$ cat src/rtl/cpu_pkg.sv
// Shared definitions for the decode-stage hazard controller.
//   NOOP      : instruction substituted into decode when a bubble is injected
//   BR_OPC    : value of instr[28:26] identifying the branch class
//   ZERO_REG  : register index 31 (XZR), never a real load destination
//   state_t   : hazard controller FSM states
//   is_branch : branch-class decode helper
package cpu_pkg;

    localparam logic [31:0] NOOP     = 32'h910003FF;  // ADDI X31,X31,#0
    localparam logic [2:0]  BR_OPC   = 3'b101;        // B, BL, CBZ, CBNZ, B.cond
    localparam logic [4:0]  ZERO_REG = 5'd31;

    typedef enum logic [1:0] {
        RUN      = 2'd0,
        LD_STALL = 2'd1,
        BR_WAIT  = 2'd2
    } state_t;

    function automatic logic is_branch(input logic [2:0] opc_field);
        return (opc_field == BR_OPC);
    endfunction

endpackage

$ cat src/rtl/hazard_ctrl_if.sv
// Bundle between the pipeline and the hazard controller.
//   instr_id    : instruction in the IF/ID register
//   ex_mem_read : EX-stage instruction is a load
//   ex_rd       : EX-stage destination register
//   flush       : one-cycle squash request
//   pc_we       : PC write enable
//   ifid_we     : IF/ID write enable
//   instr_out   : instruction forwarded to decode (instr_id or NOOP)
//   stall_cnt   : saturating count of NOOP-injected cycles
// master = pipeline side (drives instr/EX info), slave = controller side.
interface hazard_ctrl_if #(
    parameter int CNT_W = 16
);
    logic [31:0]      instr_id;
    logic             ex_mem_read;
    logic [4:0]       ex_rd;
    logic             flush;
    logic             pc_we;
    logic             ifid_we;
    logic [31:0]      instr_out;
    logic [CNT_W-1:0] stall_cnt;

    modport master (
        output instr_id, ex_mem_read, ex_rd, flush,
        input  pc_we, ifid_we, instr_out, stall_cnt
    );

    modport slave (
        input  instr_id, ex_mem_read, ex_rd, flush,
        output pc_we, ifid_we, instr_out, stall_cnt
    );
endinterface

$ cat src/rtl/hazard_detect.sv
// Combinational load-use hazard detector.
//   i_mem_read : EX-stage instruction is a load
//   i_rd       : EX-stage destination register
//   i_rn/i_rm/i_rt : register fields of the decode instruction
//   o_hazard   : decode instruction may read the loaded register
// All three fields are compared regardless of format; an occasional
// false stall is cheaper than decoding which fields are real sources.
module hazard_detect
    import cpu_pkg::*;
(
    input  logic       i_mem_read,
    input  logic [4:0] i_rd,
    input  logic [4:0] i_rn,
    input  logic [4:0] i_rm,
    input  logic [4:0] i_rt,
    output logic       o_hazard
);
    logic w_match;

    assign w_match  = (i_rd == i_rn) || (i_rd == i_rm) || (i_rd == i_rt);
    assign o_hazard = i_mem_read && (i_rd != ZERO_REG) && w_match;
endmodule

$ cat src/rtl/hazard_ctrl.sv
// Decode-stage hazard controller: one-cycle load-use stall, NOOP bubbles
// after a branch leaves decode, and flush squashing.
//   clk, reset_n : clock, asynchronous active-low reset
//   bus (slave)  : instr_id/ex_mem_read/ex_rd/flush in,
//                  pc_we/ifid_we/instr_out/stall_cnt out
// Parameters: BR_BUBBLES (1..7) bubbles after a branch, CNT_W counter width.
// pc_we, ifid_we and instr_out are Mealy outputs so a hazard stalls in
// the same cycle it is seen.
module hazard_ctrl
    import cpu_pkg::*;
#(
    parameter int BR_BUBBLES = 1,
    parameter int CNT_W      = 16
) (
    input  logic          clk,
    input  logic          reset_n,
    hazard_ctrl_if.slave  bus
);
    localparam logic [2:0] BUB_INIT = 3'(BR_BUBBLES);

    state_t           r_state;
    logic [2:0]       r_bub;
    logic [CNT_W-1:0] r_stall_cnt;

    state_t           w_state_nxt;
    logic [2:0]       w_bub_nxt;
    logic             w_hazard;
    logic             w_branch;
    logic             w_inject;
    logic             w_pc_we;
    logic             w_ifid_we;

    hazard_detect u_hazard_detect (
        .i_mem_read (bus.ex_mem_read),
        .i_rd       (bus.ex_rd),
        .i_rn       (bus.instr_id[9:5]),
        .i_rm       (bus.instr_id[20:16]),
        .i_rt       (bus.instr_id[4:0]),
        .o_hazard   (w_hazard)
    );

    assign w_branch = is_branch(bus.instr_id[28:26]);

    always_comb begin
        w_pc_we     = 1'b1;
        w_ifid_we   = 1'b1;
        w_inject    = 1'b0;
        w_state_nxt = r_state;
        w_bub_nxt   = r_bub;

        if (bus.flush) begin
            w_inject    = 1'b1;
            w_state_nxt = RUN;
            w_bub_nxt   = 3'd0;
        end else begin
            case (r_state)
                RUN: begin
                    // Load-use outranks branch: the branch is replayed next cycle.
                    if (w_hazard) begin
                        w_pc_we     = 1'b0;
                        w_ifid_we   = 1'b0;
                        w_inject    = 1'b1;
                        w_state_nxt = LD_STALL;
                    end else if (w_branch) begin
                        w_state_nxt = BR_WAIT;
                        w_bub_nxt   = BUB_INIT;
                    end
                end
                LD_STALL: begin
                    // The held instruction now issues; hazard check is skipped so
                    // the stall lasts one cycle, but a branch still needs bubbles.
                    if (w_branch) begin
                        w_state_nxt = BR_WAIT;
                        w_bub_nxt   = BUB_INIT;
                    end else begin
                        w_state_nxt = RUN;
                    end
                end
                BR_WAIT: begin
                    // Whatever is in decode (including another branch) is squashed.
                    w_inject  = 1'b1;
                    w_bub_nxt = r_bub - 3'd1;
                    if (r_bub <= 3'd1) begin
                        w_state_nxt = RUN;
                        w_bub_nxt   = 3'd0;
                    end
                end
                default: begin
                    w_state_nxt = RUN;
                    w_bub_nxt   = 3'd0;
                end
            endcase
        end
    end

    // Reset forces the safe output values combinationally, not just via state.
    assign bus.pc_we     = w_pc_we & reset_n;
    assign bus.ifid_we   = w_ifid_we & reset_n;
    assign bus.instr_out = (w_inject || !reset_n) ? NOOP : bus.instr_id;
    assign bus.stall_cnt = r_stall_cnt;

    always_ff @(posedge clk or negedge reset_n) begin
        if (!reset_n) begin
            r_state     <= RUN;
            r_bub       <= 3'd0;
            r_stall_cnt <= '0;
        end else begin
            r_state <= w_state_nxt;
            r_bub   <= w_bub_nxt;
            if (w_inject && (r_stall_cnt != {CNT_W{1'b1}})) begin
                r_stall_cnt <= r_stall_cnt + 1'b1;
            end
        end
    end
endmodule

$ cat src/flat_wrapper.sv
// flat-port wrapper written by rule: the top's interface ports become plain ports
module hazard_ctrl_flat import cpu_pkg::*;
#(
    parameter int BR_BUBBLES = 1,
    parameter int CNT_W      = 16
)
  (clk, reset_n, bus_instr_id, bus_ex_mem_read, bus_ex_rd, bus_flush, bus_pc_we, bus_ifid_we, bus_instr_out, bus_stall_cnt);
  hazard_ctrl_if #(.CNT_W(CNT_W)) bus_i ();
  input  logic clk;
  input  logic reset_n;
  input wire logic [$bits(bus_i.instr_id)-1:0] bus_instr_id;
  input wire logic [$bits(bus_i.ex_mem_read)-1:0] bus_ex_mem_read;
  input wire logic [$bits(bus_i.ex_rd)-1:0] bus_ex_rd;
  input wire logic [$bits(bus_i.flush)-1:0] bus_flush;
  output wire logic [$bits(bus_i.pc_we)-1:0] bus_pc_we;
  output wire logic [$bits(bus_i.ifid_we)-1:0] bus_ifid_we;
  output wire logic [$bits(bus_i.instr_out)-1:0] bus_instr_out;
  output wire logic [$bits(bus_i.stall_cnt)-1:0] bus_stall_cnt;
  assign bus_i.instr_id = bus_instr_id;
  assign bus_i.ex_mem_read = bus_ex_mem_read;
  assign bus_i.ex_rd = bus_ex_rd;
  assign bus_i.flush = bus_flush;
  assign bus_pc_we = bus_i.pc_we;
  assign bus_ifid_we = bus_i.ifid_we;
  assign bus_instr_out = bus_i.instr_out;
  assign bus_stall_cnt = bus_i.stall_cnt;
  hazard_ctrl #(.BR_BUBBLES(BR_BUBBLES), .CNT_W(CNT_W)) u_core (.clk(clk), .reset_n(reset_n), .bus(bus_i));
endmodule
$ cat config.mk
export PLATFORM = sky130hd
export DESIGN_NAME = hazard_ctrl_flat
export DESIGN_NICKNAME = d
export VERILOG_FILES = /design/src/rtl/cpu_pkg.sv /design/src/rtl/hazard_ctrl_if.sv /design/src/rtl/hazard_detect.sv /design/src/rtl/hazard_ctrl.sv /design/src/flat_wrapper.sv
export SDC_FILE = /design/constraint.sdc
export NUM_CORES = 1
export LEC_CHECK = 0
export CAP_MARGIN = 25
export CORE_ASPECT_RATIO = 1.2
export CORE_UTILIZATION = 39
export CTS_BUF_LIST = sky130_fd_sc_hd__clkbuf_2 sky130_fd_sc_hd__clkbuf_4 sky130_fd_sc_hd__clkbuf_8
export CTS_CLUSTER_DIAMETER = 40
export DETAILED_ROUTE_END_ITERATION = 6
export GPL_TIMING_DRIVEN = 0
export PLACE_DENSITY = 0.88
export SETUP_SLACK_MARGIN = 0.5
export SLEW_MARGIN = 15
export SYNTH_ARGS = -nofsm -noshare
export SYNTH_HDL_FRONTEND = slang
export SYNTH_SLANG_ARGS = --single-unit
$ cat constraint.sdc
create_clock -name clk -period 2.3 [get_ports clk]
set_input_delay 0.23 -clock clk [delete_from_list [all_inputs] [get_ports clk]]
set_output_delay 0.23 -clock clk [all_outputs]
set_load 0.03 [all_outputs]
Word-level counts from Yosys, hierarchy flattened
Index checks and enable logic that the tools add are counted.
{"block": "classes", "n_eq_ne": 11, "reduce_logical": 9, "add_sub_neg": 2, "n_bitwise": 1, "div": 0, "shift": 0, "mul": 0, "mux": 18, "magnitude_cmp": 1}
{"operator": "2-to-1 mux 32 bit", "count": 1}
{"operator": "adder 16 x 1 -> 16 bit (second input constant)", "count": 1}
{"operator": "inequality test 16 bit (second input constant)", "count": 1}
{"operator": "equality test 5 bit", "count": 3}
{"operator": "2-to-1 mux 3 bit", "count": 4}
{"operator": "2-to-1 mux 2 bit", "count": 5}
{"operator": "one-hot mux 3 bit (3 select lines)", "count": 1}
{"operator": "one-hot mux 2 bit (3 select lines)", "count": 1}
{"operator": "2-to-1 mux 1 bit", "count": 5}
{"operator": "inequality test 5 bit (second input constant)", "count": 1}
{"operator": "inequality test 4 x 3 -> 1 bit (second input constant)", "count": 1}
{"operator": "equality test 3 bit (second input constant)", "count": 1}
{"operator": "less-or-equal comparator 3 x 1 -> 1 bit (second input constant)", "count": 1}
{"operator": "logical AND 1 bit", "count": 3}
{"operator": "logical OR 1 bit", "count": 3}
{"operator": "inequality test 3 x 2 -> 1 bit (second input constant)", "count": 1}
{"operator": "inequality test 3 bit (second input constant)", "count": 1}
{"operator": "subtractor 3 x 1 -> 3 bit (second input constant)", "count": 1}
{"operator": "equality test 2 x 1 -> 1 bit (second input constant)", "count": 1}
{"operator": "equality test 2 bit (second input constant)", "count": 1}
{"operator": "logical NOT 2 bit", "count": 1}
{"operator": "one-hot mux 1 bit (2 select lines)", "count": 1}
{"operator": "AND reduction 2 bit", "count": 1}
{"operator": "bitwise AND 1 bit", "count": 1}
{"operator": "logical NOT 1 bit", "count": 1}
{"block": "totals", "reg_bits": 21, "latchBits": 0, "output_inout_bits": 50, "mem_count": 0, "ram_bits": 0, "rom_bits": 0, "inputBits": 41}

Depth between registers and ports, before layout
{"block": "logic_depth", "ltp_word": 9, "depth_mapped": 8, "ltp_nobuf": 8}

Modules after synthesis
A second synthesis with hierarchy kept.
{"block": "unflattened", "hier_cells": 168, "area_unflattened_um2": 1520.2}
{"module": "hazard_ctrl", "area_per_inst_um2": 1338.8, "cells_per_inst": 143, "seq_area_each_um2": 525.5, "instances": 1}
{"module": "hazard_detect", "area_per_inst_um2": 181.4, "cells_per_inst": 25, "seq_area_each_um2": 0.0, "instances": 1}

Worst setup path after synthesis
Ideal clock, no wire load.
{"block": "synth_path", "kind": "reg2reg", "start": "register u_core.r_stall_cnt[6] (netlist: u_core.bus.stall_cnt[6])", "end": "register u_core.r_stall_cnt[15] (netlist: u_core.bus.stall_cnt[15])", "stages_incl_launch_ff": 9, "n_path_buf": 1, "arrival_time_ns": 1.830, "slack_ns": 0.389, "path_cell_list": "dfrtp_1 > and3_1 > and3_1 > and3_4 > nand3b_1 > buf_2 > nand4_1 > nor4_2 > xor2_1"}
{"block": "synth_via", "elab_chain_len": 2}
{"item": "start: declaration", "line": "hazard_ctrl.sv:23", "rtl": "logic [CNT_W-1:0] r_stall_cnt;"}
{"item": "start signal: assignment", "line": "hazard_ctrl.sv:111", "rtl": "r_stall_cnt <= r_stall_cnt + 1'b1;"}
{"item": "parallel branches: the longest is 2 deep, another holds adder 16 x 1 -> 16 bit"}
Several ways; the timed one is not identified.
A chain may end at the register's enable or synchronous reset.

Worst setup path in the final report
{"block": "layout_path", "start": "input port bus_instr_id[17]", "end": "output port bus_instr_out[2]"}
{"block": "layout_via", "elab_chain_len": 9}
{"item": "start: declaration", "line": "flat_wrapper.sv:11", "rtl": "input wire logic [$bits(bus_i.instr_id)-1:0] bus_instr_id;"}
{"item": "equality test 5 bit", "line": "hazard_detect.sv:20", "rtl": "assign w_match = (i_rd == i_rn) || (i_rd == i_rm) || (i_rd == i_rt);"}
{"item": "logical OR 1 bit (2 in a row)", "line": "hazard_detect.sv:20"}
{"item": "logical AND 1 bit", "line": "hazard_detect.sv:21", "rtl": "assign o_hazard = i_mem_read && (i_rd != ZERO_REG) && w_match;"}
{"item": "2-to-1 mux 1 bit", "line": "hazard_ctrl.sv:59", "rtl": "if (w_hazard) begin"}
{"item": "one-hot mux 1 bit (2 select lines)", "line": "hazard_ctrl.sv:56", "rtl": "case (r_state)"}
{"item": "2-to-1 mux 1 bit", "line": "hazard_ctrl.sv:51", "rtl": "if (bus.flush) begin"}
{"item": "logical OR 1 bit", "line": "hazard_ctrl.sv:99", "rtl": "assign bus.instr_out = (w_inject || !reset_n) ? NOOP : bus.instr_id;"}
{"item": "2-to-1 mux 32 bit", "line": "hazard_ctrl.sv:99"}
{"item": "end: declaration", "line": "flat_wrapper.sv:17", "rtl": "output wire logic [$bits(bus_i.instr_out)-1:0] bus_instr_out;"}
Every way passes these cells.

==> summary.txt <==
Die
  • Starting Density: 0.4160
  • Number of cell rows: 24
  • Die width: 59.53 um
  • Die height: 71.04 um
  • Core area: 3724 sq um
  • Num ports: 91
  • Die Area: 4229 sq um

Placement
  • Port bufs: 90
  • DPL Wire Length: 3.408 mm
  • Placed Cells incl. Taps: 313
  • GP Congestion: 0.7740

Logic synthesis
  • Most common cell in the netlist: xor2_1
  • Post-Syn Area: 1549 sq um
  • Number of synthesized register bits: 21
  • Synth warn: 0
  • Synth top area cells: dfrtp_1, xor2_1, and3_1
  • Syn nets: 215
  • Yosys top cell by area: dfrtp_1
  • FFs w/ async S/R, synth: 1.000
  • Top FF cell, synth: dfrtp_1
  • Synth unique cells: 34
  • Cells after Synth: 171
  • Sequential-to-total area share from yosys stat: 0.3393
  • Number of synthesized flops with an enable pin: 0
  • Share of the synthesized area in the top cell type: 0.3393
  • Post-Syn Area per Cell: 9.058 sq um
  • Top post-synthesis cells by count: xor2_1, and3_1, dfrtp_1

Global route
  • Vias in the first global route: 1,941
  • Global Route met1 Usage: 0.3063
  • Met3 GRT Util: 0.07678
  • GR Overflow Total: 0
  • Met2 Usage GRT: 0.5306
  • Largest net degree at the start of global routing: 25
  • GRT Total Usage: 0.2948
  • First-pass GRT wire length: 9.425 mm
  • Grt peak-use layer: met2
  • Initial antenna violation count: 0

Setup path
  • Crit path cell chain: dlygate4sd2_1 > xnor2_1 > nand3_1 > nand4_1 > nand2_4 > and2_4 > buf_12 > buf_16 > nand2b_4 > buf_6
  • Worst r2r path cells: 8
  • CP Class: input port to output pin
  • CP Data Required Time: 2.07 ns
  • Worst r2r dst: u_core.bus.stall_cnt[15]
  • Setup crit end kind: output pin
  • Worst stage delay on the critical path: 0.26 ns
  • Worst EP arrival: 1.82 ns
  • Buffers and inverters on the worst path: 4
  • Reg2Reg Setup Slack: 0.42 ns
  • Delay-heaviest family, CP: simple AND/OR/NAND/NOR gates
  • CP max FO: 5
  • CP max stage cell: dlygate4sd2_1
  • Crit path launch type: input port
  • Worst R2R Start: u_core.bus.stall_cnt[6]

Power
  • Gate power share: 0.593
  • Net Sw Frac: 0.4385
  • Flop pwr share: 0.280
  • Worst vdd ir: 420.6 uV
  • Leakage power: 1.518 nW
  • Pwr dens: 630.4 nW/um^2
  • Clock group share of total power: 0.127
  • Sw power: 923.4 uW
  • Pint: 1.183 mW

Final layout
  • Non-Filler Instances: 350
  • Syn-to-layout area delta: 115.7%
  • Share of cells above drive strength 1: 0.5470
  • Diodes inserted: 0
  • Final net count: 343
  • Utilization after layout: 0.8972

STA
  • Slew Viols, Final: 0
  • Post-Route Skew: 0.002008 ns
  • Final TNS setup: 0 ns
  • Final period util: 0.8895
  • Final Hold Viols: 0
  • Post-route minimum period: 2.046 ns
  • Slew @ Worst Pin: 0.9438 ns
  • Maximum clock rate: 0.4888 GHz
  • Max-Slew Margin vs Limit: 0.3688
  • # setup viols final: 0
  • Unrepaired setup endpoints after global routing: true

Detailed routing
  • Vias per std cell: 5.657
  • DR DRC count: 0
  • DRT iter0 DRCs: 140
  • TritonRoute pass-1 iters: 4
  • Routed wire per std cell: 21.50 um
  • Vias: 1,980
  • Routed wire length: 7.524 mm
  • ANT nets after route: 0

CTS
  • CTS buffer count: 3
  • Sinks on Clock Net: 21
  • CTS H-tree depth: 1
  • CTS tree: built
  • CTS Buffer Depth: 2
  • Register clock-pin slew on the reported worst setup and hold paths: 0.08 ns
  • Clock Latency Late Sink: 0.27 ns
  • Clk root buf: clkbuf_8

Run
  • Max-cap check violation count: 0

Status
  • Outcome: completed

Min path
  • Hold depth: 1
  • Hold Crit Class: flip-flop to flip-flop
  • HP Start: u_core.bus.stall_cnt[4]
  • Hold Path End: u_core.bus.stall_cnt[4]
## metal layers
layer | routed length (um) | vias up | share of wire
li1 | - | 846 | -
met1 | 2650 | 964 | 0.35
met2 | 3962 | 137 | 0.53
met3 | 535 | 33 | 0.071
met4 | 376 | 0 | 0.050
met5 | 0 | - | 0
## what timing repair did
action	CTS	global route
pin swaps	17	23
hold endpoints to repair	0	21
resized for setup	353	63
buffers inserted	19	9
endpoints found under the setup margin	52	53
cloned	2	2
hold buffers	0	1
## flip-flops by register name, summed over array words and instances, names as in the netlist
| register | flops |
|---|---|
| u_core.r_state | 2 |
| u_core.r_bub | 3 |
| u_core.bus.stall_cnt | 16 |
## metrics by stage
step           setup slack [ns]  instance area [sq um]  power, mW  hold WS (ns)
2_1_floorplan            0.4779                   1559      1.051      -0.06559
6_report                 0.2542                   3341      2.106        0.5055
3_3_place_gp            -0.7070                   2525      1.419        0.4629
5_1_grt                  0.1877                   3341      2.178        0.5143
3_5_place_dp            -0.7018                   2525      1.442        0.4708
4_1_cts                  0.3701                   2973      1.863       0.05883
## layout make-up
cell class                 instances  area (sq um)
inverter                           4         15.01
clock buffer                       4         48.80
multi-input combinational        138          1325
buffer                             8         101.3
fill                             165         382.9
tap                               52         65.06
timing repair buffer             123          1249
sequential                        21         536.8
## cell families after synthesis
kind of cell,count (synthesis),synth area share
buffers and inverters,12,0.03796
AND/OR/NAND/NOR,94,0.3708
adder cells (fa/ha/maj),3,0.02424
flip-flops,21,0.3393
AO/OA/AOI/OAI,7,0.02988
multiplexers,4,0.02827
XOR/XNOR,30,0.1696
## how the worst max path moves through the flow
| stage | start | endpoint | cells after the start |
|---|---|---|---|
| after floorplan | u_core.bus.stall_cnt[6] | u_core.bus.stall_cnt[15] | 8 |
| after CTS | u_core.r_state[1] | bus_instr_out[7] | 8 |
| final | bus_instr_id[17] | bus_instr_out[2] | 10 |
| after global routing | bus_ex_rd[0] | bus_instr_out[2] | 11 |
| after detailed placement | reset_n | bus_pc_we | 5 |
| after global placement | reset_n | bus_pc_we | 5 |
## power groups by stage
| stage | sequential (mW) | combinational, mW | clock (mW) |
|---|---|---|---|
| floorplan | 0.732 | 0.319 | 0 |
| global placement | 0.587 | 0.832 | 0 |
| detailed placement | 0.591 | 0.851 | 0 |
| CTS | 0.573 | 1.03 | 0.263 |
| global route | 0.596 | 1.30 | 0.285 |
| finish | 0.590 | 1.25 | 0.267 |
## placed cells by master (no fill, tap or decap), types with 3 or more instances in the layout
cell and instances:
and3_4 21, buf_12 3, buf_2 8, buf_4 23
buf_6 43, buf_8 6, clkbuf_8 3, clkdlybuf4s50_1 33
dfrtp_1 12, dfrtp_2 9, dlygate4sd2_1 8, ha_1 3
inv_1 4, nand2_1 7, nand2b_4 13, nand3_1 10
nand4_1 6, nor2_1 9, nor2_4 3, nor3_4 4
nor4b_4 3, xnor2_1 8, xor2_1 21
Power figures use the tool's default switching activity.
